==> config.mk <==
export PLATFORM = sky130hd
export DESIGN_NAME = box_filter_fifo
export DESIGN_NICKNAME = d
export VERILOG_FILES = /design/src/rtl/box_filter_fifo_pkg.sv /design/src/rtl/sync_fifo.sv /design/src/rtl/box_filter_fifo.sv
export SDC_FILE = /design/constraint.sdc
export NUM_CORES = 1
export LEC_CHECK = 0
export ABC_AREA = 1
export BUFFER_PORTS_ARGS = -buffer_cell sky130_fd_sc_hd__clkbuf_2
export CAP_MARGIN = 20
export CORE_MARGIN = 3
export CORE_UTILIZATION = 50
export DETAILED_ROUTE_END_ITERATION = 8
export GPL_ROUTABILITY_DRIVEN = 0
export PLACE_DENSITY = 0.7
export SLEW_MARGIN = 20
export SYNTH_ARGS = -nofsm -noshare
export SYNTH_HDL_FRONTEND = slang
export SYNTH_SLANG_ARGS = --single-unit
export TNS_END_PERCENT = 5
==> constraint.sdc <==
create_clock -name clk -period 6.5 [get_ports clk]
set_input_delay 1.3 -clock clk [delete_from_list [all_inputs] [get_ports clk]]
set_output_delay 1.3 -clock clk [all_outputs]
set_load 0.01 [all_outputs]
==> src/rtl/box_filter_fifo_pkg.sv <==
// Shared defaults and entry layout for the box filter FIFO.
package box_filter_fifo_pkg;

  localparam int unsigned N_DEFAULT     = 16;
  localparam int unsigned CW_DEFAULT    = 8;
  localparam int unsigned DEPTH_DEFAULT = 8;

  localparam logic [7:0] KEPT_MAX = 8'd255;

  // Entry layout, MSB to LSB: marker, last, conf[CW], y2, x2, y1, x1 (N bits each).
  function automatic int unsigned entry_width(int unsigned n, int unsigned cw);
    return 4 * n + cw + 2;
  endfunction

endpackage

==> src/rtl/sync_fifo.sv <==
// Power-of-two synchronous FIFO with valid/ready on both sides.
module sync_fifo #(
  parameter int unsigned WIDTH = 8,
  parameter int unsigned DEPTH = 8
) (
  input  logic             clk,
  input  logic             rst,
  input  logic             in_valid,
  output logic             in_ready,
  input  logic [WIDTH-1:0] in_data,
  output logic             out_valid,
  input  logic             out_ready,
  output logic [WIDTH-1:0] out_data
);

  localparam int unsigned AW = $clog2(DEPTH);
  localparam logic [AW:0]   FULL_COUNT = (AW + 1)'(DEPTH);
  localparam logic [AW-1:0] PTR_ONE    = 1;
  localparam logic [AW:0]   CNT_ONE    = 1;

  logic [WIDTH-1:0] mem [DEPTH];
  logic [AW-1:0]    wr_ptr_q, rd_ptr_q;
  logic [AW:0]      count_q;
  logic             push, pop;

  assign in_ready  = count_q < FULL_COUNT;
  assign out_valid = count_q != '0;
  assign push      = in_valid && in_ready;
  assign pop       = out_valid && out_ready;
  assign out_data  = mem[rd_ptr_q];

  always_ff @(posedge clk) begin
    if (push) mem[wr_ptr_q] <= in_data;
  end

  always_ff @(posedge clk or posedge rst) begin
    if (rst) begin
      wr_ptr_q <= '0;
      rd_ptr_q <= '0;
      count_q  <= '0;
    end else begin
      if (push) wr_ptr_q <= wr_ptr_q + PTR_ONE;
      if (pop)  rd_ptr_q <= rd_ptr_q + PTR_ONE;
      unique case ({push, pop})
        2'b10:   count_q <= count_q + CNT_ONE;
        2'b01:   count_q <= count_q - CNT_ONE;
        default: count_q <= count_q;
      endcase
    end
  end

endmodule

==> src/rtl/box_filter_fifo.sv <==
// Confidence filter and centre-to-corner conversion in front of a box FIFO, with per-frame counts.
module box_filter_fifo
  import box_filter_fifo_pkg::*;
#(
  parameter int unsigned N     = N_DEFAULT,
  parameter int unsigned DEPTH = DEPTH_DEFAULT,
  parameter int unsigned CW    = CW_DEFAULT
) (
  input  logic          clk,
  input  logic          rst,
  input  logic          in_valid,
  output logic          in_ready,
  input  logic [N-1:0]  in_bx,
  input  logic [N-1:0]  in_by,
  input  logic [N-1:0]  in_bw,
  input  logic [N-1:0]  in_bh,
  input  logic [CW-1:0] in_conf,
  input  logic          in_last,
  input  logic [CW-1:0] conf_thresh,
  output logic          out_valid,
  input  logic          out_ready,
  output logic [N-1:0]  out_x1,
  output logic [N-1:0]  out_y1,
  output logic [N-1:0]  out_x2,
  output logic [N-1:0]  out_y2,
  output logic [CW-1:0] out_conf,
  output logic          out_last,
  output logic          out_marker,
  output logic [7:0]    kept_count,
  output logic          frame_done
);

  localparam int unsigned EW = entry_width(N, CW);

  function automatic logic [N-1:0] lo_corner(logic [N-1:0] c, logic [N-1:0] s);
    logic [N-1:0] half;
    half = s >> 1;
    return (c >= half) ? c - half : '0;
  endfunction

  function automatic logic [N-1:0] hi_corner(logic [N-1:0] c, logic [N-1:0] s);
    logic [N:0] sum;
    sum = {1'b0, c} + {1'b0, s >> 1};
    return sum[N] ? '1 : sum[N-1:0];
  endfunction

  logic          init_q, fd_q;
  logic [7:0]    run_q, kept_q, run_inc;
  logic          fifo_in_ready, fifo_out_valid;
  logic          accept, keep, wr;
  logic [EW-1:0] wr_data, rd_data;

  // in_ready is held low through reset and for the edge it is released on.
  assign in_ready = init_q && fifo_in_ready;
  assign accept   = in_valid && in_ready;
  assign keep     = in_conf >= conf_thresh;
  assign wr       = accept && (keep || in_last);
  assign run_inc  = (run_q == KEPT_MAX) ? run_q : run_q + 8'd1;

  always_comb begin
    wr_data = {2'b11, {(EW - 2){1'b0}}};
    if (keep) begin
      wr_data = {1'b0, in_last, in_conf,
                 hi_corner(in_by, in_bh), hi_corner(in_bx, in_bw),
                 lo_corner(in_by, in_bh), lo_corner(in_bx, in_bw)};
    end
  end

  sync_fifo #(
    .WIDTH (EW),
    .DEPTH (DEPTH)
  ) u_fifo (
    .clk       (clk),
    .rst       (rst),
    .in_valid  (wr),
    .in_ready  (fifo_in_ready),
    .in_data   (wr_data),
    .out_valid (fifo_out_valid),
    .out_ready (out_ready),
    .out_data  (rd_data)
  );

  // Storage is not reset, so data is masked while the FIFO is empty.
  assign out_valid = fifo_out_valid;
  assign {out_marker, out_last, out_conf, out_y2, out_x2, out_y1, out_x1} =
      fifo_out_valid ? rd_data : '0;

  assign kept_count = kept_q;
  assign frame_done = fd_q;

  always_ff @(posedge clk or posedge rst) begin
    if (rst) begin
      init_q <= 1'b0;
      run_q  <= '0;
      kept_q <= '0;
      fd_q   <= 1'b0;
    end else begin
      init_q <= 1'b1;
      fd_q   <= accept && in_last;
      if (accept) begin
        if (in_last) begin
          kept_q <= keep ? run_inc : run_q;
          run_q  <= '0;
        end else if (keep) begin
          run_q <= run_inc;
        end
      end
    end
  end

endmodule

After elaboration in Yosys (flattened, before gate mapping). Memories as Yosys holds them, arrays and structs flattened. Cells that the tools add are included.

Flip-flop bits (word level): 28. Memory bits (writable): 592. Bits of input ports: 85. Output and inout port bits: 85. Memories kept: 1.

Add/sub/neg operators: 9. Magnitude comparators: 4. Eq/ne operators: 3. Muxes and demuxes: 12. Reduce and logical (&&, ||, !) cells: 10.

Memory list: u_fifo.mem (depth 8, width 74, read ports 1, clocked after memory_dff 0, wr ports 1, RTL line sync_fifo.sv:21) `logic [WIDTH-1:0] mem [DEPTH];`.

Operators with widths (number): 74-bit two-way mux (2); 16-bit two-way mux (4); 16-bit by 15-bit adder with 17-bit output (2); 16-bit by 15-bit greater-or-equal comparator with 1-bit output (2); 16-bit by 15-bit subtractor with 16-bit output (2); 8-bit two-way mux (3); 8-bit by 1-bit adder with 8-bit output, second input constant (1); 8-bit == test, second input constant (1); 8-bit greater-or-equal comparator (1); 4-bit case mux with 2 select lines (1); 3-bit by 1-bit adder with 3-bit output, second input constant (2); 1-bit logical AND (6); 4-bit by 1-bit adder with 4-bit output, second input constant (1); 4-bit < comparator, second input constant (1); 4-bit nonzero test (1); 4-bit by 1-bit subtractor with 4-bit output, second input constant (1); 2-bit by 1-bit == test with 1-bit output, second input constant (1); 2-bit == test, second input constant (1); 1-bit two-way mux (2); 2-bit AND reduction (1); 2-bit nonzero test (1); 1-bit logical OR (1).

Depth between registers and ports, before layout. Gate-level depths: netlist of run 1.

Depth in word-level cells: 7. Gate-level depth with buffers: 17. Depth with buffers taken out: 16.

By module. A second synthesis of run 1 with hierarchy kept.

Cell total of the unflattened synthesis: 3787. Area total of the unflattened synthesis: 31956.9 sq um.

Modules (own cells, without submodules): sync_fifo (times used 1, cells an instance 2638, area an instance 26058.7 sq um); box_filter_fifo (times used 1, cells an instance 1149, area an instance 5898.2 sq um).

Worst setup path after synthesis of run 1. No wires, ideal clock.

Path kind: in2reg. Start point: in conf_thresh[7]. End point: mem u_fifo.mem[0][0] (netlist name), enable pin. Library setup time: 0.507 ns. Arrival time: 5.447 ns. Required time: 5.993 ns. Slack: 0.546 ns. Stages on the path: 8. Path buffers: 0. Cell sequence: inv_1 > ha_1 > nand2_1 > nor2_2 > nand4_4 > nand4_1 > nand3b_1 > nor2_1.

Word-level cells in the longest chain between the ends: 6.

Ends and longest elaborated chain: start, declared (RTL line box_filter_fifo.sv:19) `input logic [CW-1:0] conf_thresh,`; 8-bit greater-or-equal comparator (RTL line box_filter_fifo.sv:56) `assign keep = in_conf >= conf_thresh;`; 1-bit logical OR (RTL line box_filter_fifo.sv:57) `assign wr = accept && (keep || in_last);`; 1-bit logical AND (RTL line box_filter_fifo.sv:57); 1-bit logical AND (RTL line sync_fifo.sv:28) `assign push = in_valid && in_ready;`; 1-bit two-way mux (RTL line sync_fifo.sv:33) `if (push) mem[wr_ptr_q] <= in_data;`; 1-bit two-way mux (not written as such) (RTL line sync_fifo.sv:33); end, declared (RTL line sync_fifo.sv:21).

Every way passes these cells.

Worst setup path in the final report of run 1.
Start point: reg u_fifo.rd_ptr_q[0]. End point: out out_y2[12].

Word-level cells in the longest chain between the ends: 2.

Ends and longest elaborated chain: start, declared (RTL line sync_fifo.sv:22) `logic [AW-1:0] wr_ptr_q, rd_ptr_q;`; start signal, assigned (RTL line sync_fifo.sv:43) `if (pop) rd_ptr_q <= rd_ptr_q + PTR_ONE;`; memory 8 x 74 bit; 74-bit two-way mux (RTL line box_filter_fifo.sv:86) `fifo_out_valid ? rd_data : '0;`; end, declared (RTL line box_filter_fifo.sv:25) `output logic [N-1:0] out_y2,`.

Every way passes these cells.

==> results_dict.tcl, run 1 <==
set metrics [dict create \
    status "complete, no violations" \
    timing.final.hold_violations 0 \
    coreArea_um2 57800 \
    postCtsResizedCells 0 \
    hold_path_class "reg -> reg" \
    layout.cells.most_common "nor2_1" \
    ioPinCount 170 \
    cp.required_ns 5.20 \
    grt_setup_unrepaired "no" \
    tritoncts "done" \
    drt-wirelength-per-cell_um 20.2 \
    setup.worst_path.start_class "register" \
    routed_via_density 5.73 \
    yosysWarningCount 0 \
    syn_inst_count 2752 \
    timing.final.setup_violations 0 \
    powerDensity_nw_per_um2 406 \
    synth_top_cell_area_share_pct 60.8 \
    synth.top_cells.by_area "edfxtp_1 61%, nor2_1 8.8%, o32ai_1 4.4%" \
    transition_time_of_the_tightest_slew_check_pin_ns 1.13 \
    post_synth_num_cell_types 43 \
    clock_insertion_delay_worst_skew_ns 0.61 \
    syn_avg_cell_area_um2 10.6 \
    design.die.area_um2 61400 \
    drcViolationCount 0 \
    firstDrtPassIters 6 \
    grt_start_max_net_pins 245 \
    cp-end-kind "output pin" \
    hpwlAfterDp_um 44500 \
    chipWidth_um 248 \
    nets_finish 3021 \
    synth_largest_area_cell "edfxtp_1" \
    path_delay_family "buffers and inverters" \
    syn2layout_area_growth_pct 11.0 \
    crit_path_most_repeated_cell "nor2_1" \
    cp.arrival_ns 3.69 \
    synth_enable_flop_cells 592 \
    ys_ff_latch 620 \
    fraction_of_final_layout_cells_with_drive_strength_greater_than_1_pct 11.4 \
    grt_util_all_layers_pct 23.8 \
    maxCapViolations 0 \
    cell_area_after_synthesis_um2 29200 \
    post_cts.repair.setup_buffers 0 \
    die-height_um 248 \
    io_buffers 167 \
    cts.path.max_buffers 3 \
    critical_path_class "reg -> out" \
    grt_antenna_before_repair 8 \
    grt_pass1_vias 20000 \
    rows 88 \
    fin_tns_setup_ns 0 \
    grt_first_pass_wirelength_um 113000 \
    finalClockSkew_ns 0.0210 \
    syn-num-nets 2915 \
    hold_ws_ns 0.491 \
    delay_of_the_slowest_critical_path_stage_ns 0.75 \
    flip_flop_cell_with_the_highest_count_after_synthesis "edfxtp_1" \
    crit_fanout 165 \
    finalWirelength_um 74000 \
    synthArstFlopShare_pct 4.52 \
    cts.clk_slew.worst_paths_ns 0.06 \
    cts_num_sinks 620 \
    cts_root_buf "clkbuf_16" \
    start_util_pct 50.6 \
    leakagePower_nw 12.6 \
    timing.slew.headroom_pct 24.4 \
    cts_hold_buffers 0 \
    worstPathCellList "inv_8, buf_4, nor2_1, o32ai_1, nor2_1, nor2_1, clkbuf_2" \
    report.final.slew_viol_count 0 \
    detailedRoute.firstIterationViolations 2360 \
    period_needed_ns 4.99 \
    htree_num_levels 2 \
    drt.antenna.violating_nets 0 \
    clock_buffer_count_from_cts 58 \
    cp_num_buf_inv 3 \
    overflow 0 \
    post-route-util_pct 56.1 \
    timing.critical_path.slowest_stage_cell "inv_8" \
    power.total_w 0.0132 \
    ys_seq_area_share_pct 63.2 \
    final_cell_mix "681 x nor2_1, 592 x edfxtp_1, 333 x nand2_1" \
    via_count 21000 \
    period_share_pct 76.8 \
    insertedDiodeCount 0 \
    peakVddDrop_mv 0.371 \
    timing.fmax_ghz 0.200 \
]
-- power by group --
part | internal [W] | leakage [nW] | switching [W]
logic | 0.00149 | 5.88 | 0.00330
clock network | 0.00206 | 0.932 | 0.00139
registers | 0.00471 | 5.78 | 0.000231
total | 0.00826 | 12.6 | 0.00492
-- state kept, by name (all words and copies together), names as in the netlist --
register / flops
u_fifo.mem: 592
kept_count: 8
run_q: 8
u_fifo.count_q: 4
u_fifo.rd_ptr_q: 3
u_fifo.wr_ptr_q: 3
frame_done: 1
init_q: 1
-- synthesized netlist by cell type, types with 4 or more instances --
cell type,number
a21oi_1,62
buf_1,6
buf_2,41
buf_4,8
buf_6,32
clkbuf_1,59
dfrtp_1,28
edfxtp_1,592
fa_1,4
ha_1,74
inv_1,205
inv_2,9
nand2_1,333
nand2_2,4
nand3_1,78
nand4_1,18
nor2_1,689
nor2_2,22
nor3_1,8
o21ai_0,181
o21ai_1,76
o32ai_1,148
xnor2_1,4
xor2_1,36
-- metrics by stage --
step	worst slack, ns	cell area, µm²	instances
CTS	1.55	32400	3667
detailed placement	2.07	30500	3563
global route	1.30	32400	3667
finish	1.51	32400	3667
global placement	2.10	30500	3562
floorplan	0.546	29200	2752
-- worst min-delay path, cell delays in order (launching register included) --
cell and delay (ns):
dfrtp_1 0.34, nand2_1 0.05, nand2_1 0.06
-- routing by layer --
| layer | routed length (µm) | GRT usage [%] | part of all wire, % | up-vias |
|---|---|---|---|---|
| li1 | - | - | - | 9753 |
| met1 | 30900 | 33.2 | 42 | 10200 |
| met2 | 34300 | 37.6 | 46 | 922 |
| met3 | 6840 | 5.29 | 9.2 | 138 |
| met4 | 1860 | 7.31 | 2.5 | 16 |
| met5 | 110 | 0 | 0.15 | - |
-- worst paths after layout --
check / start / to / slack, ns / cells past startpoint
max in group asynchronous: rst / u_fifo.rd_ptr_q[0] / 5.30 / 2
min reg2reg: kept_count[4] / kept_count[4] / 0.49 / 2
max reg2reg: u_fifo.count_q[3] / u_fifo.mem[2][52] / 3.46 / 6
max: u_fifo.rd_ptr_q[0] / out_y2[12] / 1.51 / 7
min in group asynchronous: rst / kept_count[4] / 0.74 / 2
min: kept_count[4] / kept_count[4] / 0.49 / 2
-- logic make-up (layout without fill, tap and decap cells) --
| family | after synthesis | count (layout) | synth area share, % |
|---|---|---|---|
| XOR/XNOR | 40 | 40 | 1.20 |
| flip-flops | 620 | 620 | 63.2 |
| AO/OA/AOI/OAI | 481 | 481 | 10.3 |
| multiplexers | 1 | 1 | 0.0385 |
| adder cells (fa/ha/maj) | 78 | 78 | 3.44 |
| buffers and inverters | 365 | 515 | 5.91 |
| AND/OR/NAND/NOR | 1166 | 1166 | 15.9 |
| other | 1 | 1 | 0.0128 |
-- cell type report --
type,instances,area [µm²]
fillers,4691,25400
flip-flops and latches,620,18500
multi-input cells,1767,9090
clock buffers,79,1590
repair buffers,196,1150
well taps,765,957
inverters,215,815
clock inverters,25,343
No activity file was read; power rests on OpenSTA's default activity.
==> run 2: changes to the inputs <==
Clock period 6.5 ns to 4.61 ns, I/O delays scaled along.
==> run 2 against run 1 <==
Compared with the run above:
- first-iteration DRC count decreased by 9.4%
- hold slack got worse by 0.13 ns
- global-route usage decreased by 0.26 points
- count of clock-buffer cells in the layout decreased by 5
- routed wire length decreased by 0.98%
- clock power increased by 36%
- design area increased by 0.49%
- critical path depth decreased by 1
- combinational power increased by 42%
- die area unchanged
- critical path type unchanged
- largest cell class unchanged
==> results_dict.tcl, run 2 (synthesized netlist as in run 1, its figures left out) <==
set metrics [dict create \
    m1WireLength_um 30900 \
    grt_first_pass_wirelength_um 112000 \
    powerDensity_nw_per_um2 568 \
    cp-end-kind "output pin" \
    cp_num_buf_inv 2 \
    final_cell_mix "681 x nor2_1, 592 x edfxtp_1, 333 x nand2_1" \
    grt_setup_unrepaired "no" \
    layout.cells.most_common "nor2_1" \
    drt.antenna.violating_nets 0 \
    io_buffers 167 \
    route.met2.wl_um 33900 \
    tritoncts "done" \
    regToRegStartpoint "u_fifo.count_q[2]" \
    post_cts.repair.setup_buffers 0 \
    rows 88 \
    leakagePower_nw 12.7 \
    start_util_pct 50.6 \
    rr_endpoint "u_fifo.count_q[1]" \
    report.final.slew_viol_count 0 \
    routed_via_density 5.67 \
    crit_fanout 71 \
    ff_latch_area_um2 18500 \
    cts_hold_buffers 0 \
    coreArea_um2 57800 \
    timing.final.hold_violations 0 \
    grt_util_all_layers_pct 23.6 \
    cp.required_ns 3.69 \
    nFillCells 4692 \
    insertedDiodeCount 0 \
    top_register "u_fifo.mem" \
    hold_path_class "in -> async" \
    die-height_um 248 \
    grt_start_max_net_pins 100 \
    chipWidth_um 248 \
    timing.critical_path.slowest_stage_cell "dfrtp_4" \
    cts_root_buf "clkbuf_16" \
    design.die.area_um2 61400 \
    drt-wirelength-per-cell_um 19.9 \
    setup.reg_to_reg.worst_slack_ns 1.45 \
    postCtsResizedCells 0 \
    timing.final.setup_violations 0 \
    cts.path.max_buffers 3 \
    delay_of_the_slowest_critical_path_stage_ns 0.97 \
    overflow 0 \
    clock_buffer_count_from_cts 58 \
    path_delay_family "flip-flops" \
    fraction_of_final_layout_cells_with_drive_strength_greater_than_1_pct 12.0 \
    timing.fmax_ghz 0.240 \
    clock_insertion_delay_worst_skew_ns 0.62 \
    ioPinCount 170 \
    maxCapViolations 0 \
    nets_finish 3038 \
    period_needed_ns 4.17 \
    drcViolationCount 0 \
    transition_time_of_the_tightest_slew_check_pin_ns 1.10 \
    setup.worst_path.start_class "register" \
    cell_depth_of_the_worst_flop_to_flop_path 10 \
    detailedRoute.firstIterationViolations 2137 \
    peakVddDrop_mv 0.470 \
    firstDrtPassIters 5 \
    hold_ws_ns 0.357 \
    grt_antenna_before_repair 8 \
    detailroute.wirelength.met3_um 6610 \
    finalClockSkew_ns 0.0203 \
    worstPathCellList "buf_4, nor2_1, o32ai_1, o21ai_1, nor2_1, clkbuf_2" \
    detailed_place.area_um2 30700 \
    syn2layout_area_growth_pct 11.5 \
    htree_num_levels 2 \
    hpwlAfterDp_um 45300 \
    timing.slew.headroom_pct 26.4 \
    cts_num_sinks 620 \
    crit_path_most_repeated_cell "nor2_1" \
    final_cell_area_um2 32600 \
    largest_reg_flops 592 \
    grt_pass1_vias 20200 \
    critical_path_class "reg -> out" \
    cts.clk_slew.worst_paths_ns 0.06 \
    period_share_pct 90.4 \
    via_count 20900 \
    status "complete, no violations" \
    highest_layer "met5" \
    cp.arrival_ns 3.25 \
    multi_input_comb_area_um2 9090 \
    finalWirelength_um 73300 \
]
run 2: cell types whose count changed in the layout (fill, tap and decap cells not counted):
cell	delta
buf_12	+8
buf_4	+9
bufinv_16	-3
clkbuf_1	-5
clkbuf_16	-3
clkbuf_8	+3
clkinv_1	+3
clkinv_2	+3
clkinv_8	+1
clkinvlp_4	+2
inv_6	+2
run 2: worst reg2reg max path: stages, from the launching register on:
cell and delay [ns]:
dfrtp_1 0.40, or2_1 0.14, nor3_1 0.05, inv_2 0.58
buf_4 0.48, nand2_1 0.18, inv_1 0.15, ha_1 0.31
xor2_1 0.24, ha_1 0.26, mux2_2 0.26
run 2: worst max-delay path by stage:
stage,start,endpoint,slack [ns],depth (start not counted)
final,u_fifo.rd_ptr_q[0],out_x2[3],0.44,6
after global routing,u_fifo.rd_ptr_q[0],out_y2[7],0.25,6
after CTS,u_fifo.rd_ptr_q[0],out_x1[9],0.43,8
after detailed placement,conf_thresh[1],u_fifo.count_q[1],1.0,12
after global placement,conf_thresh[7],u_fifo.mem[7][5],1.04,10
after floorplan,conf_thresh[7],u_fifo.mem[0][0],-0.97,8
run 2: where the power goes:
part | switching (W) | total (W) | internal [W] | leakage (nW)
Sequential | 0.000376 | 0.00701 | 0.00664 | 5.78
Clock | 0.00200 | 0.00469 | 0.00269 | 0.901
Combinational | 0.00460 | 0.00682 | 0.00222 | 5.99
run 2: per-layer routing:
metal  vias to the layer above  track usage (%)
met5                         -                0
met4                        16             6.59
met3                       140             5.29
met2                       894             37.2
met1                     10100             33.0
li1                       9768                -
run 2: layout make-up:
cell class,instances,area share (%)
flip-flops and latches,620,56.7
repair buffers,213,4.24
inverters,215,2.50
clock inverters,33,1.01
multi-input cells,1767,27.9
clock buffers,74,4.73
well taps,765,2.94
run 2: metrics by stage:
step / cells / setup slack, ns / setup TNS [ns] / total power, W / util [%]
finish: 3687 / 0.442 / 0 / 0.0185 / 56.4
CTS: 3687 / 0.431 / 0 / 0.0186 / 56.4
global route: 3687 / 0.252 / 0 / 0.0196 / 56.4
global placement: 3580 / 1.04 / 0 / 0.0137 / 53.2
floorplan: 2752 / -0.966 / -560.85 / 0.0116 / -
detailed placement: 3580 / 0.998 / 0 / 0.0140 / 53.2
==> run 3: changes to the inputs <==
Settings changed: MAX_ROUTING_LAYER set to met4, PLACE_DENSITY 0.7 to 0.67.
==> run 3 against run 2 <==
Compared with the run above:
- register-to-register slack better by 0.49 ns
- utilization up 0.18 points
- hold slack worse by 0.017 ns
- sequential power down 2%
- routed wire length up 0.78%
- die area unchanged
- final cell count up 0.24%
- critical path depth up 1
- critical endpoint is now out_conf[6]
- first-iteration DRC count down 7.9%
- total power down 1.1%
- design area up 0.32%
==> results_dict.tcl, run 3 (synthesized netlist as in run 1, its figures left out) <==
set metrics [dict create \
    rr_endpoint "u_fifo.count_q[2]" \
    finalClockSkew_ns 0.0186 \
    final_cell_area_um2 32700 \
    cp-end-kind "output pin" \
    grt_first_pass_wirelength_um 112000 \
    crit_fanout 96 \
    leakagePower_nw 12.7 \
    peakVddDrop_mv 0.429 \
    cts_hold_buffers 0 \
    grt_util_all_layers_pct 24.6 \
    multi_input_comb_area_um2 9090 \
    status "complete, no violations" \
    detailedRoute.firstIterationViolations 1968 \
    nets_finish 3039 \
    critical_path_class "reg -> out" \
    htree_num_levels 2 \
    clock_buffer_count_from_cts 61 \
    worstPathCellList "inv_8, buf_4, nor2_1, o32ai_1, nor2_1, nor2_1, clkbuf_2" \
    regToRegStartpoint "u_fifo.count_q[1]" \
    detailed_place.area_um2 30900 \
    timing.slew.headroom_pct 48.0 \
    coreArea_um2 57800 \
    drcViolationCount 0 \
    finalWirelength_um 73900 \
    design.die.area_um2 61400 \
    hold_path_class "in -> async" \
    transition_time_of_the_tightest_slew_check_pin_ns 0.780 \
    grt_start_max_net_pins 138 \
    powerDensity_nw_per_um2 560 \
    hold_ws_ns 0.340 \
    grt_pass1_vias 19900 \
    top_register "u_fifo.mem" \
    final_cell_mix "681 x nor2_1, 592 x edfxtp_1, 333 x nand2_1" \
    period_share_pct 87.6 \
    post-route-util_pct 56.6 \
    cell_depth_of_the_worst_flop_to_flop_path 11 \
    timing.fmax_ghz 0.248 \
    syn2layout_area_growth_pct 11.9 \
    hpwlAfterDp_um 46000 \
    post_cts.repair.setup_buffers 0 \
    grt_setup_unrepaired "no" \
    cts_num_sinks 620 \
    timing.final.setup_violations 0 \
    start_util_pct 50.6 \
    io_buffers 167 \
    crit_path_most_repeated_cell "nor2_1" \
    layout.cells.most_common "nor2_1" \
    drt-wirelength-per-cell_um 20.0 \
    grt_antenna_before_repair 8 \
    setup.reg_to_reg.worst_slack_ns 1.94 \
    cts.clk_slew.worst_paths_ns 0.06 \
    maxCapViolations 0 \
    report.final.slew_viol_count 0 \
    postCtsResizedCells 0 \
    routed_via_density 5.65 \
    fin_tns_setup_ns 0 \
    cp.required_ns 3.69 \
    internal_power_w 0.0114 \
    timing.final.hold_violations 0 \
    setup.worst_path.start_class "register" \
    tritoncts "done" \
    nFillCells 4838 \
    ff_latch_area_um2 18500 \
    via_count 20900 \
    delay_of_the_slowest_critical_path_stage_ns 0.61 \
    clock_insertion_delay_worst_skew_ns 0.61 \
    largest_reg_flops 592 \
    share_clk_of_total_power_pct 25.0 \
    p_sw_share_pct 37.7 \
    drt.antenna.violating_nets 0 \
    fraction_of_final_layout_cells_with_drive_strength_greater_than_1_pct 12.0 \
    die-height_um 248 \
    timing.critical_path.slowest_stage_cell "dfrtp_4" \
    pwr-share-seq_pct 37.4 \
    period_needed_ns 4.04 \
    chipWidth_um 248 \
    cts_root_buf "clkbuf_16" \
    cp.arrival_ns 3.12 \
    firstDrtPassIters 6 \
    rows 88 \
    cts.path.max_buffers 3 \
    ioPinCount 170 \
    relative_contribution_of_combinational_cells_to_total_power_pct 37.6 \
    power_switching_w 0.00691 \
    overflow 0 \
]
## run 3: cell types whose count changed in the layout (fill, tap and decap cells not counted), sizes merged
cell	delta
inv	-1
buf	-2
bufinv	-3
clkinv	+12
clkinvlp	-3
diode	+8
clkbuf	-2
## run 3: power groups by stage
stage	sequential [W]	combinational (W)	clock (W)
global route	0.00688	0.00763	0.00488
CTS	0.00685	0.00697	0.00466
global placement	0.00695	0.00676	0
finish	0.00685	0.00690	0.00458
detailed placement	0.00696	0.00693	0
floorplan	0.00689	0.00474	0
## run 3: worst max path at each step
stage,from,cells after the start,end
final,u_fifo.rd_ptr_q[0],7,out_conf[6]
after global routing,u_fifo.rd_ptr_q[0],7,out_conf[7]
after CTS,u_fifo.rd_ptr_q[0],7,out_conf[7]
after detailed placement,in_conf[7],9,u_fifo.mem[7][20]
after global placement,in_conf[7],9,u_fifo.mem[6][0]
after floorplan,conf_thresh[7],8,u_fifo.mem[0][0]
## run 3: layout make-up
cell class	instances	share of cell area (%)
clock inverter	38	0.784
clock buffer	72	4.79
multi-input combinational	1767	27.8
inverter	215	2.49
tap	765	2.93
antenna	8	0.0612
timing repair buffer	211	4.62
sequential	620	56.5
## run 3: worst max-delay path: cells and delay by family, from the launching register on
family / cells / cell delay (ns)
AO/OA/AOI/OAI: 1 / 0.25
buffers and inverters: 3 / 1.06
flip-flops: 1 / 0.61
AND/OR/NAND/NOR: 3 / 0.43
## run 3: metrics by stage
stage / total power (W) / cells / worst slack [ns]
3_3_place_gp: 0.0137 / 3577 / 0.813
3_5_place_dp: 0.0139 / 3578 / 0.798
5_1_grt: 0.0194 / 3694 / 0.486
2_1_floorplan: 0.0116 / 2752 / -0.966
6_report: 0.0183 / 3696 / 0.572
4_1_cts: 0.0185 / 3688 / 0.622
## run 3: routing by layer
layer	global-route usage, %	vias up	routed length [µm]
li1	-	9801	-
met4	6.23	0	1420
met5	-	-	0
met1	34.1	10200	31600
met2	37.9	804	34300
met3	4.38	118	6550
